File: src/rtl/neuron_layer_sequencer.sv
// neuron_layer_sequencer: shares one multiply/add/ReLU datapath across NUM_NEURONS
// 2-input neurons, f = ReLU(w1*x1 + w2*x2 + b), one result streamed per neuron.
//
// Optional build macro: NEURON_SEQ_SAT_EN
//   defined   -> every product (formed at 64 bits) and every addition saturates
//                to [-2^31, 2^31-1]
//   undefined -> two's complement wrap-around at 32 bits
//
// Ports:
//   clk, rst_n          clock, synchronous active-low reset
//   cfg_we/idx/sel/data weight/bias write port (sel 0=w1, 1=w2, 2=b, 3=reserved);
//                       only accepted in IDLE with a valid index and selector
//   in_valid/in_ready   input vector handshake, in_x1/in_x2 signed operands
//   out_valid/out_ready result handshake, out_f (>=0), out_idx, out_last
//   busy                high whenever a vector is being processed
module neuron_layer_sequencer #(
    parameter int NUM_NEURONS = 4,
    parameter int IDX_W       = $clog2(NUM_NEURONS) + 1
) (
    input  logic             clk,
    input  logic             rst_n,
    input  logic             cfg_we,
    input  logic [IDX_W-1:0] cfg_idx,
    input  logic [1:0]       cfg_sel,
    input  logic [31:0]      cfg_data,
    input  logic             in_valid,
    output logic             in_ready,
    input  logic [31:0]      in_x1,
    input  logic [31:0]      in_x2,
    output logic             out_valid,
    input  logic             out_ready,
    output logic [31:0]      out_f,
    output logic [IDX_W-1:0] out_idx,
    output logic             out_last,
    output logic             busy
);

    typedef enum logic [2:0] {
        S_IDLE,
        S_MUL1,
        S_MUL2,
        S_BIAS,
        S_OUT
    } state_t;

    localparam logic [IDX_W-1:0] LAST = IDX_W'(NUM_NEURONS - 1);

`ifdef NEURON_SEQ_SAT_EN
    localparam logic signed [63:0] MAX64 = 64'sd2147483647;
    localparam logic signed [63:0] MIN64 = -64'sd2147483648;

    function automatic logic signed [31:0] mul32(input logic signed [31:0] a,
                                                 input logic signed [31:0] b);
        logic signed [63:0] p;
        p = a * b;
        if (p > MAX64)
            return 32'sh7fff_ffff;
        else if (p < MIN64)
            return 32'sh8000_0000;
        else
            return p[31:0];
    endfunction

    function automatic logic signed [31:0] add32(input logic signed [31:0] a,
                                                 input logic signed [31:0] b);
        logic [32:0] s;
        s = {a[31], a} + {b[31], b};
        // Sign bits disagree only when the 32-bit result overflowed.
        if (s[32] != s[31])
            return s[32] ? 32'sh8000_0000 : 32'sh7fff_ffff;
        else
            return s[31:0];
    endfunction
`else
    function automatic logic signed [31:0] mul32(input logic signed [31:0] a,
                                                 input logic signed [31:0] b);
        return a * b;
    endfunction

    function automatic logic signed [31:0] add32(input logic signed [31:0] a,
                                                 input logic signed [31:0] b);
        return a + b;
    endfunction
`endif

    state_t state, nxt;

    logic signed [31:0] w1 [NUM_NEURONS];
    logic signed [31:0] w2 [NUM_NEURONS];
    logic signed [31:0] bs [NUM_NEURONS];

    logic signed [31:0] x1, x2, acc;
    logic [IDX_W-1:0]   idx;

    logic signed [31:0] w1_cur, w2_cur, b_cur;
    logic signed [31:0] prod1, sum2, bsum;
    logic               cfg_ok;

    assign in_ready = (state == S_IDLE);
    assign busy     = (state != S_IDLE);
    assign cfg_ok   = cfg_we && (state == S_IDLE) &&
                      (cfg_idx <= LAST) && (cfg_sel != 2'd3);

    // Neuron select mux; comparing against full-width idx avoids
    // truncating the index when NUM_NEURONS is not a power of two.
    always_comb begin
        w1_cur = '0;
        w2_cur = '0;
        b_cur  = '0;
        for (int i = 0; i < NUM_NEURONS; i++) begin
            if (idx == IDX_W'(i)) begin
                w1_cur = w1[i];
                w2_cur = w2[i];
                b_cur  = bs[i];
            end
        end
    end

    always_comb begin
        prod1 = mul32(w1_cur, x1);
        sum2  = add32(acc, mul32(w2_cur, x2));
        bsum  = add32(acc, b_cur);
    end

    always_ff @(posedge clk) begin
        if (!rst_n)
            state <= S_IDLE;
        else
            state <= nxt;
    end

    always_comb begin
        nxt = state;
        case (state)
            S_IDLE:  if (in_valid) nxt = S_MUL1;
            S_MUL1:  nxt = S_MUL2;
            S_MUL2:  nxt = S_BIAS;
            S_BIAS:  nxt = S_OUT;
            S_OUT:   if (out_ready) nxt = out_last ? S_IDLE : S_MUL1;
            default: nxt = S_IDLE;
        endcase
    end

    // Config register file. A write landing on the accept edge is
    // visible to MUL1 on the following cycle.
    always_ff @(posedge clk) begin
        if (!rst_n) begin
            for (int i = 0; i < NUM_NEURONS; i++) begin
                w1[i] <= '0;
                w2[i] <= '0;
                bs[i] <= '0;
            end
        end else if (cfg_ok) begin
            for (int i = 0; i < NUM_NEURONS; i++) begin
                if (cfg_idx == IDX_W'(i)) begin
                    case (cfg_sel)
                        2'd0:    w1[i] <= cfg_data;
                        2'd1:    w2[i] <= cfg_data;
                        2'd2:    bs[i] <= cfg_data;
                        default: ;
                    endcase
                end
            end
        end
    end

    always_ff @(posedge clk) begin
        if (!rst_n) begin
            x1        <= '0;
            x2        <= '0;
            acc       <= '0;
            idx       <= '0;
            out_f     <= '0;
            out_idx   <= '0;
            out_last  <= 1'b0;
            out_valid <= 1'b0;
        end else begin
            case (state)
                S_IDLE: begin
                    if (in_valid) begin
                        x1  <= in_x1;
                        x2  <= in_x2;
                        idx <= '0;
                    end
                end
                S_MUL1: acc <= prod1;
                S_MUL2: acc <= sum2;
                S_BIAS: begin
                    out_f     <= bsum[31] ? 32'd0 : bsum;
                    out_idx   <= idx;
                    out_last  <= (idx == LAST);
                    out_valid <= 1'b1;
                end
                S_OUT: begin
                    if (out_ready) begin
                        out_valid <= 1'b0;
                        out_last  <= 1'b0;
                        if (!out_last)
                            idx <= idx + IDX_W'(1);
                    end
                end
                default: ;
            endcase
        end
    end

endmodule

File: config.mk
export PLATFORM = sky130hd
export DESIGN_NAME = neuron_layer_sequencer
export DESIGN_NICKNAME = d
export VERILOG_FILES = /design/src/rtl/neuron_layer_sequencer.sv
export SDC_FILE = /design/constraint.sdc
export NUM_CORES = 2
export LEC_CHECK = 0
export BUFFER_PORTS_ARGS = -buffer_cell sky130_fd_sc_hd__buf_2
export CAP_MARGIN = 20
export CELL_PAD_IN_SITES_DETAIL_PLACEMENT = 1
export CELL_PAD_IN_SITES_GLOBAL_PLACEMENT = 1
export CORE_MARGIN = 2
export CORE_UTILIZATION = 50
export DETAILED_ROUTE_END_ITERATION = 10
export GPL_ROUTABILITY_DRIVEN = 0
export GPL_TIMING_DRIVEN = 1
export PLACE_DENSITY_LB_ADDON = 0.2
export SLEW_MARGIN = 20
export SYNTH_ARGS = -nofsm -noshare
export SYNTH_HDL_FRONTEND = slang
export SYNTH_SLANG_ARGS = --single-unit
File: constraint.sdc
create_clock -name clk -period 13.4 [get_ports clk]
set_input_delay 2.01 -clock clk [delete_from_list [all_inputs] [get_ports clk]]
set_output_delay 2.01 -clock clk [all_outputs]
set_load 0.02 [all_outputs]
**After elaboration in Yosys (flattened, before gate mapping)**

Memory sizes are Yosys's and may differ from the RTL's.
Index checks and enable logic that the tools add are counted.

- Flip-flop bits (word level): 139
- RAM bits: 384
- Input port bits: 106
- Output and inout port bits: 39
- Word-level logic and storage cells: 150
- Memories: 3

Memory list:

| name | words | bits a word | read ports | clocked after Yosys merged registers in | write ports | RTL line | RTL |
|---|---|---|---|---|---|---|---|
| bs | 4 | 32 | 4 | 0 | 4 | 90 | `logic signed [31:0] bs [NUM_NEURONS];` |
| w1 | 4 | 32 | 4 | 0 | 4 | 88 | `logic signed [31:0] w1 [NUM_NEURONS];` |
| w2 | 4 | 32 | 4 | 0 | 4 | 89 | `logic signed [31:0] w2 [NUM_NEURONS];` |

- $add $sub $neg: 3
- $mul: 2
- $lt $le $gt $ge: 1
- Eq/ne operators: 16
- Muxes and demuxes: 89
- Bitwise logic cells: 12
- Reductions and logical operators: 15

Operators by type and width:

| kind | count |
|---|---|
| $mux 32 | 24 |
| $add 32x32->32 | 2 |
| $mul 32x32->32 | 2 |
| $pmux 32 s2 | 1 |
| $mux 1 | 54 |
| $mux 31 | 1 |
| $eq 3x2->1 const B | 6 |
| $mux 3 | 5 |
| $pmux 3 s5 | 1 |
| $or 1x1->1 | 12 |
| $eq 3x1->1 const B | 3 |
| $logic_not 3->1 | 3 |
| $ne 2x2->1 const B | 4 |
| $pmux 3 s2 | 1 |
| $reduce_and 2->1 | 3 |
| $reduce_bool 2->1 | 3 |
| $pmux 1 s2 | 2 |
| $reduce_and 4->1 | 1 |
| $add 3x1->3 const B | 1 |
| $eq 3x3->1 const B | 1 |
| $le 3x2->1 const B | 1 |
| $logic_and 1x1->1 | 3 |
| $reduce_bool 3->1 | 1 |
| $eq 2x1->1 const B | 1 |
| other kinds (2) | 2 |

**Depth between registers and ports, before layout**

- Depth after elaboration: 8
- Mapped depth: 39
- Depth with buffers taken out: 35

**Worst setup path before layout**

OpenSTA, ideal clock, no wires.

- Path type: reg2reg
- From: register idx[0]
- To: register acc[31]
- Setup time: 0.087 ns
- Data arrival time: 8.459 ns
- Slack: 4.855 ns
- Cell stages (with the launch flop): 36
- Period minus slack after synthesis: 8.545 ns
- Path through: dfxtp_1 -> ha_1 -> ha_1 -> buf_2 -> buf_4 -> buf_4 -> clkbuf_1 -> nand2_1 -> o21ai_1 -> clkbuf_1 -> nand2_1 -> fa_1 -> inv_1 -> fa_1 -> fa_1 -> inv_1 -> fa_1 -> inv_1 -> fa_1 -> ha_1 -> fa_1 -> inv_1 -> fa_1 -> inv_1 -> ha_1 -> or3_1 -> a221oi_1 -> o22ai_1 -> a311oi_2 -> o31ai_1 -> a21o_1 -> a21oi_1 -> o21ai_0 -> a31oi_1 -> xnor2_1 -> a221oi_2

- Cells in the longest elaborated chain, start to end: 8
- Elaborated cells between the ends (all ways): 16
- Those cells by class: add/sub (1); mul (2); eq/ne (3); mux (9); reduce/logical (1)

RTL lines:

| element | RTL line | RTL |
|---|---|---|
| start, declared | 93 | `logic [IDX_W-1:0] idx;` |
| start signal, assigned | 199 | `idx <= idx + IDX_W'(1);` |
| $logic_not 3->1 | 111 | `if (idx == IDX_W'(i)) begin` |
| $mux 32 (4 in a row) | 111 |  |
| $mul 32x32->32 | 77 | `return a * b;` |
| $add 32x32->32 | 82 | `return a + b;` |
| $pmux 32 s2 * | 178 | `case (state)` |
| end signal, assigned | 186 | `S_MUL1: acc <= prod1;` |
| end signal, assigned | 187 | `S_MUL2: acc <= sum2;` |
| end, declared | 92 | `logic signed [31:0] x1, x2, acc;` |

Mark *: on every way between the ends. The rest lies on a longest branch, timed or not.
A chain may end at the register's enable or synchronous reset.

**Worst setup path in the final report**

Same ends and word-level chain as after synthesis.

==> summary.txt <==
YOSYS
---------------------------------------------------------------------------------
Warning count from the yosys run ...................................            0
Count of different cell masters after synthesis ....................           81
Sequential share of the synthesized area ...........................        0.249
Ys async rst share .................................................            0
Number of cells produced by synthesis ..............................         5884
Number of register bits inferred by synthesis ......................          522
Net Count, Synth ...................................................         7174
Count of flip-flops with a built-in enable after synthesis .........          384
Post-Synthesis Cell Area ...........................................    57300 um2
Mean instance size in the synthesized netlist ......................     9.74 um2
Primary flip-flop cell chosen by synthesis mapping .................     edfxtp_1
Synth area leaders ................................................. fa_1 30%, edfxtp_1 20%, and2_1 11%
Dominant cell type by area after synthesis .........................         fa_1
Fraction of synthesized cell area taken by the top area cell type ..        0.296

GLOBAL ROUTE
---------------------------------------------------------------------------------
Initial antenna violation count ....................................           11
First-pass GRT wire length .........................................    282000 um
Congestion Overflow GR .............................................            0
Largest net degree at the start of global routing ..................           79
Total routing resource utilization after global routing ............        0.319
Via count of the first global-routing pass .........................        46600

CRITICAL PATH
---------------------------------------------------------------------------------
Startpoint kind of the worst setup timing path .....................    flip-flop
Launching element of the worst setup path .......................... idx[0]$_SDFFE_PN0P_
Highest cell delay on the worst timing path ........................      0.79 ns
R2R depth ..........................................................           35
Type of element capturing the critical path ........................    flip-flop
Worst path top cell family by delay ................................  adder cells
WP data arrival ....................................................     11.35 ns
Worst flop-to-flop path startpoint ................................. idx[0]$_SDFFE_PN0P_
Worst Path Required ................................................     13.99 ns
Worst-path maximum fanout ..........................................           50
CP Class ........................................................... flip-flop to flip-flop
Count of buffer and inverter cells on the critical path ............           11
Number of cells on the critical path ...............................           35
Slowest cell on the critical path ..................................      nor2b_4

CELLS AND AREA
---------------------------------------------------------------------------------
Sequential cell area ...............................................    14300 um2
Multi-input combinational cell area ................................    38200 um2
Layout cell share with drive strength beyond 1 .....................       0.0728
Final-stage net count ..............................................         7136
Layout Area Growth over Synthesis ..................................        7.58%
Layout filler cell count ...........................................        12700

STA
---------------------------------------------------------------------------------
Unrepaired setup endpoints after global routing ....................        false
Largest clock skew in the final design .............................    0.0496 ns
Finish-stage setup viols ...........................................            0
Final critical delay including setup and external delays ...........     10.76 ns
Slew at the pin with the worst max-slew slack ......................      1.10 ns
Sum of negative setup slack ........................................         0 ns
Hold violation total from the final report .........................            0
Final period utilization ...........................................        0.803
Remaining max-slew budget at the tightest pin ......................        0.264
Max-slew violation total from the final report .....................            0
Highest achievable clock rate ......................................     92.9 MHz

DRT
---------------------------------------------------------------------------------
Detailed-route via count ...........................................        41800
Violation count after the first detailed-route iteration ...........         3251
Via/cell ratio .....................................................         5.65
Antenna violation net count after detailed routing .................            0
First drt pass iteration count .....................................            6
Detailed-route wire length per cell ................................      24.6 um
Routed wire length .................................................    182000 um
Count of unresolved DRC violations after routing ...................            0

FLOORPLANNING
---------------------------------------------------------------------------------
Number of top-level design ports ...................................          145
Core Footprint .....................................................   114000 um2
Die Y ..............................................................       343 um
Full die area ......................................................   117000 um2
Starting utilization of the core area ..............................        0.503
Row Count ..........................................................          124
Width of the die ...................................................       343 um

PLACED DESIGN
---------------------------------------------------------------------------------
Port bufs ..........................................................          143
Estimated wirelength of the detail-placed design ...................    134000 um

PWR
---------------------------------------------------------------------------------
Sequential cell fraction of total power ............................        0.246
Power share of the clock group .....................................        0.219
Combinational cell fraction of total power .........................        0.535
Power per cell area ................................................   129 nW/um2
Sw frac ............................................................        0.441
Overall power after layout .........................................      7.96 mW
P_leak .............................................................      28.3 nW
IR drop worst, VDD .................................................   0.000127 V
Net switching power figure .........................................      3.51 mW
Design internal power ..............................................      4.45 mW

CLOCK TREE
---------------------------------------------------------------------------------
Clock Root Buffer ..................................................    clkbuf_16
Clock tree from TritonCTS ..........................................          yes
Latest clock arrival within the worst-skew pair ....................      0.71 ns
Register clock-pin slew on the reported worst setup and hold paths .      0.07 ns
CTS max path bufs ..................................................            3
CTS-repair resized insts ...........................................            0
Level count of the clock H-tree ....................................            2
Number of clock buffers inserted by TritonCTS ......................           61
Post-CTS Setup Bufs ................................................            0
Total of hold buffers inserted after clock tree synthesis ..........            0
Total clock sinks ..................................................          522

HOLD PATH
---------------------------------------------------------------------------------
Hold Path Stages ...................................................            2
Worst min-delay path startpoint .................................... x1[8]$_SDFFE_PN0P_
Hold Path Class .................................................... flip-flop to flip-flop

RUN STATUS
---------------------------------------------------------------------------------
Run status .........................................................    completed

RUN
---------------------------------------------------------------------------------
Max-cap check violation count ......................................            0

-- cell usage after synthesis (all sizes together), types with 5 or more instances --
library cell,n
or3,6
o31ai,13
a221oi,21
o211ai,6
or2,5
clkbuf,294
a311oi,10
xnor2,148
a211oi,25
and3,11
nand3,17
a2111oi,6
o21bai,9
dfxtp,138
nor2,134
nor2b,116
a32o,7
nand2,640
a21oi,185
a21o,46
a221o,55
buf,63
nor3,23
and2,964
o21a,19
inv,962
a31oi,10
a22oi,29
a32oi,8
xor2,32
ha,337
edfxtp,384
nand2b,53
a22o,9
fa,847
o21ai,202
-- final timing paths --
check,slack [ns],to
worst max-delay path,2.64,acc[31]$_SDFFE_PN0P_
worst min-delay path,0.46,x1[8]$_SDFFE_PN0P_
worst max register to register,2.64,acc[31]$_SDFFE_PN0P_
worst min register to register,0.46,x1[8]$_SDFFE_PN0P_
-- power groups by stage --
stage               Clock, mW  Combinational, mW  Sequential (mW)
floorplan                   0               2.87             1.90
global placement            0               4.09             1.98
detailed placement          0               4.21             1.99
CTS                      1.77               4.27             1.95
global route             1.82               4.70             1.97
finish                   1.75               4.26             1.96
-- cells by family (layout without fill, tap and decap cells) --
| logic type | count (synthesis) | in the layout | synth area share |
|---|---|---|---|
| DFF | 522 | 522 | 0.249 |
| muxes | 2 | 2 | 0.000371 |
| buffers and inverters | 1319 | 1331 | 0.0889 |
| AOI/OAI and AO/OA | 686 | 686 | 0.0794 |
| adders and majority gates | 1184 | 1184 | 0.369 |
| and+or+nand+nor | 1986 | 1986 | 0.183 |
| other | 1 | 5 | 0.0000654 |
| xor gates and xnor gates | 184 | 184 | 0.0293 |
-- per-layer routing --
metal / track usage / wire (um) / share of wire
met1: 0.438 / 78400 / 0.43
met2: 0.519 / 85900 / 0.47
met3: 0.0440 / 11300 / 0.062
met4: 0.109 / 6790 / 0.037
met5: 0 / 13 / 0.000071
-- layout by cell type, fill, tap and decap left out, drive strengths merged, types with 23 or more instances in the layout --
cell and n:
nor2 134, o21ai 202, inv 967, a211oi 25, nand2 640, xor2 32
fa 847, and2 964, a22oi 29, a21oi 185, nor2b 116, a221o 55
edfxtp 384, dfxtp 138, buf 256, ha 337, nand2b 53, clkbuf 87
nor3 23, a21o 46, xnor2 148
-- per-stage QoR --
step                      setup WS [ns]  hold slack, ns  instances  instance area, um2  utilization
after floorplan                    4.85           0.445       5884               57300            -
after global placement             3.02           0.443       7294               59500        0.522
after detailed placement           2.83           0.452       7295               59600        0.522
after CTS                          2.71           0.460       7408               61600        0.541
after global routing               2.20           0.488       7409               61600        0.541
final                              2.64           0.459       7412               61700        0.541
-- worst register-to-register path: cells and delay by family, from the launching register on --
family | cells | cell delay, ns
adders and majority gates | 10 | 4.08
and+or+nand+nor | 7 | 1.78
DFF | 1 | 0.36
buffers and inverters | 11 | 2.08
AOI/OAI and AO/OA | 6 | 2.17
xor gates and xnor gates | 1 | 0.17
-- sequential cells by signal (all words and copies together), names as in the netlist --
register   count
w2           128
out_f         31
idx            3
acc           32
x2            32
w1           128
state          3
out_last       1
x1            32
bs           128
out_idx        3
out_valid      1
-- cell type report --
type | instances | area share
repair buffers | 256 | 0.0257
clock inverters | 26 | 0.00544
diodes | 4 | 0.000162
multi-input cells | 4043 | 0.619
well taps | 1512 | 0.0307
clock buffers | 87 | 0.0284
flip-flops and latches | 522 | 0.232
inverters | 962 | 0.0586
Note: power is estimated with default switching activity, not from simulation.
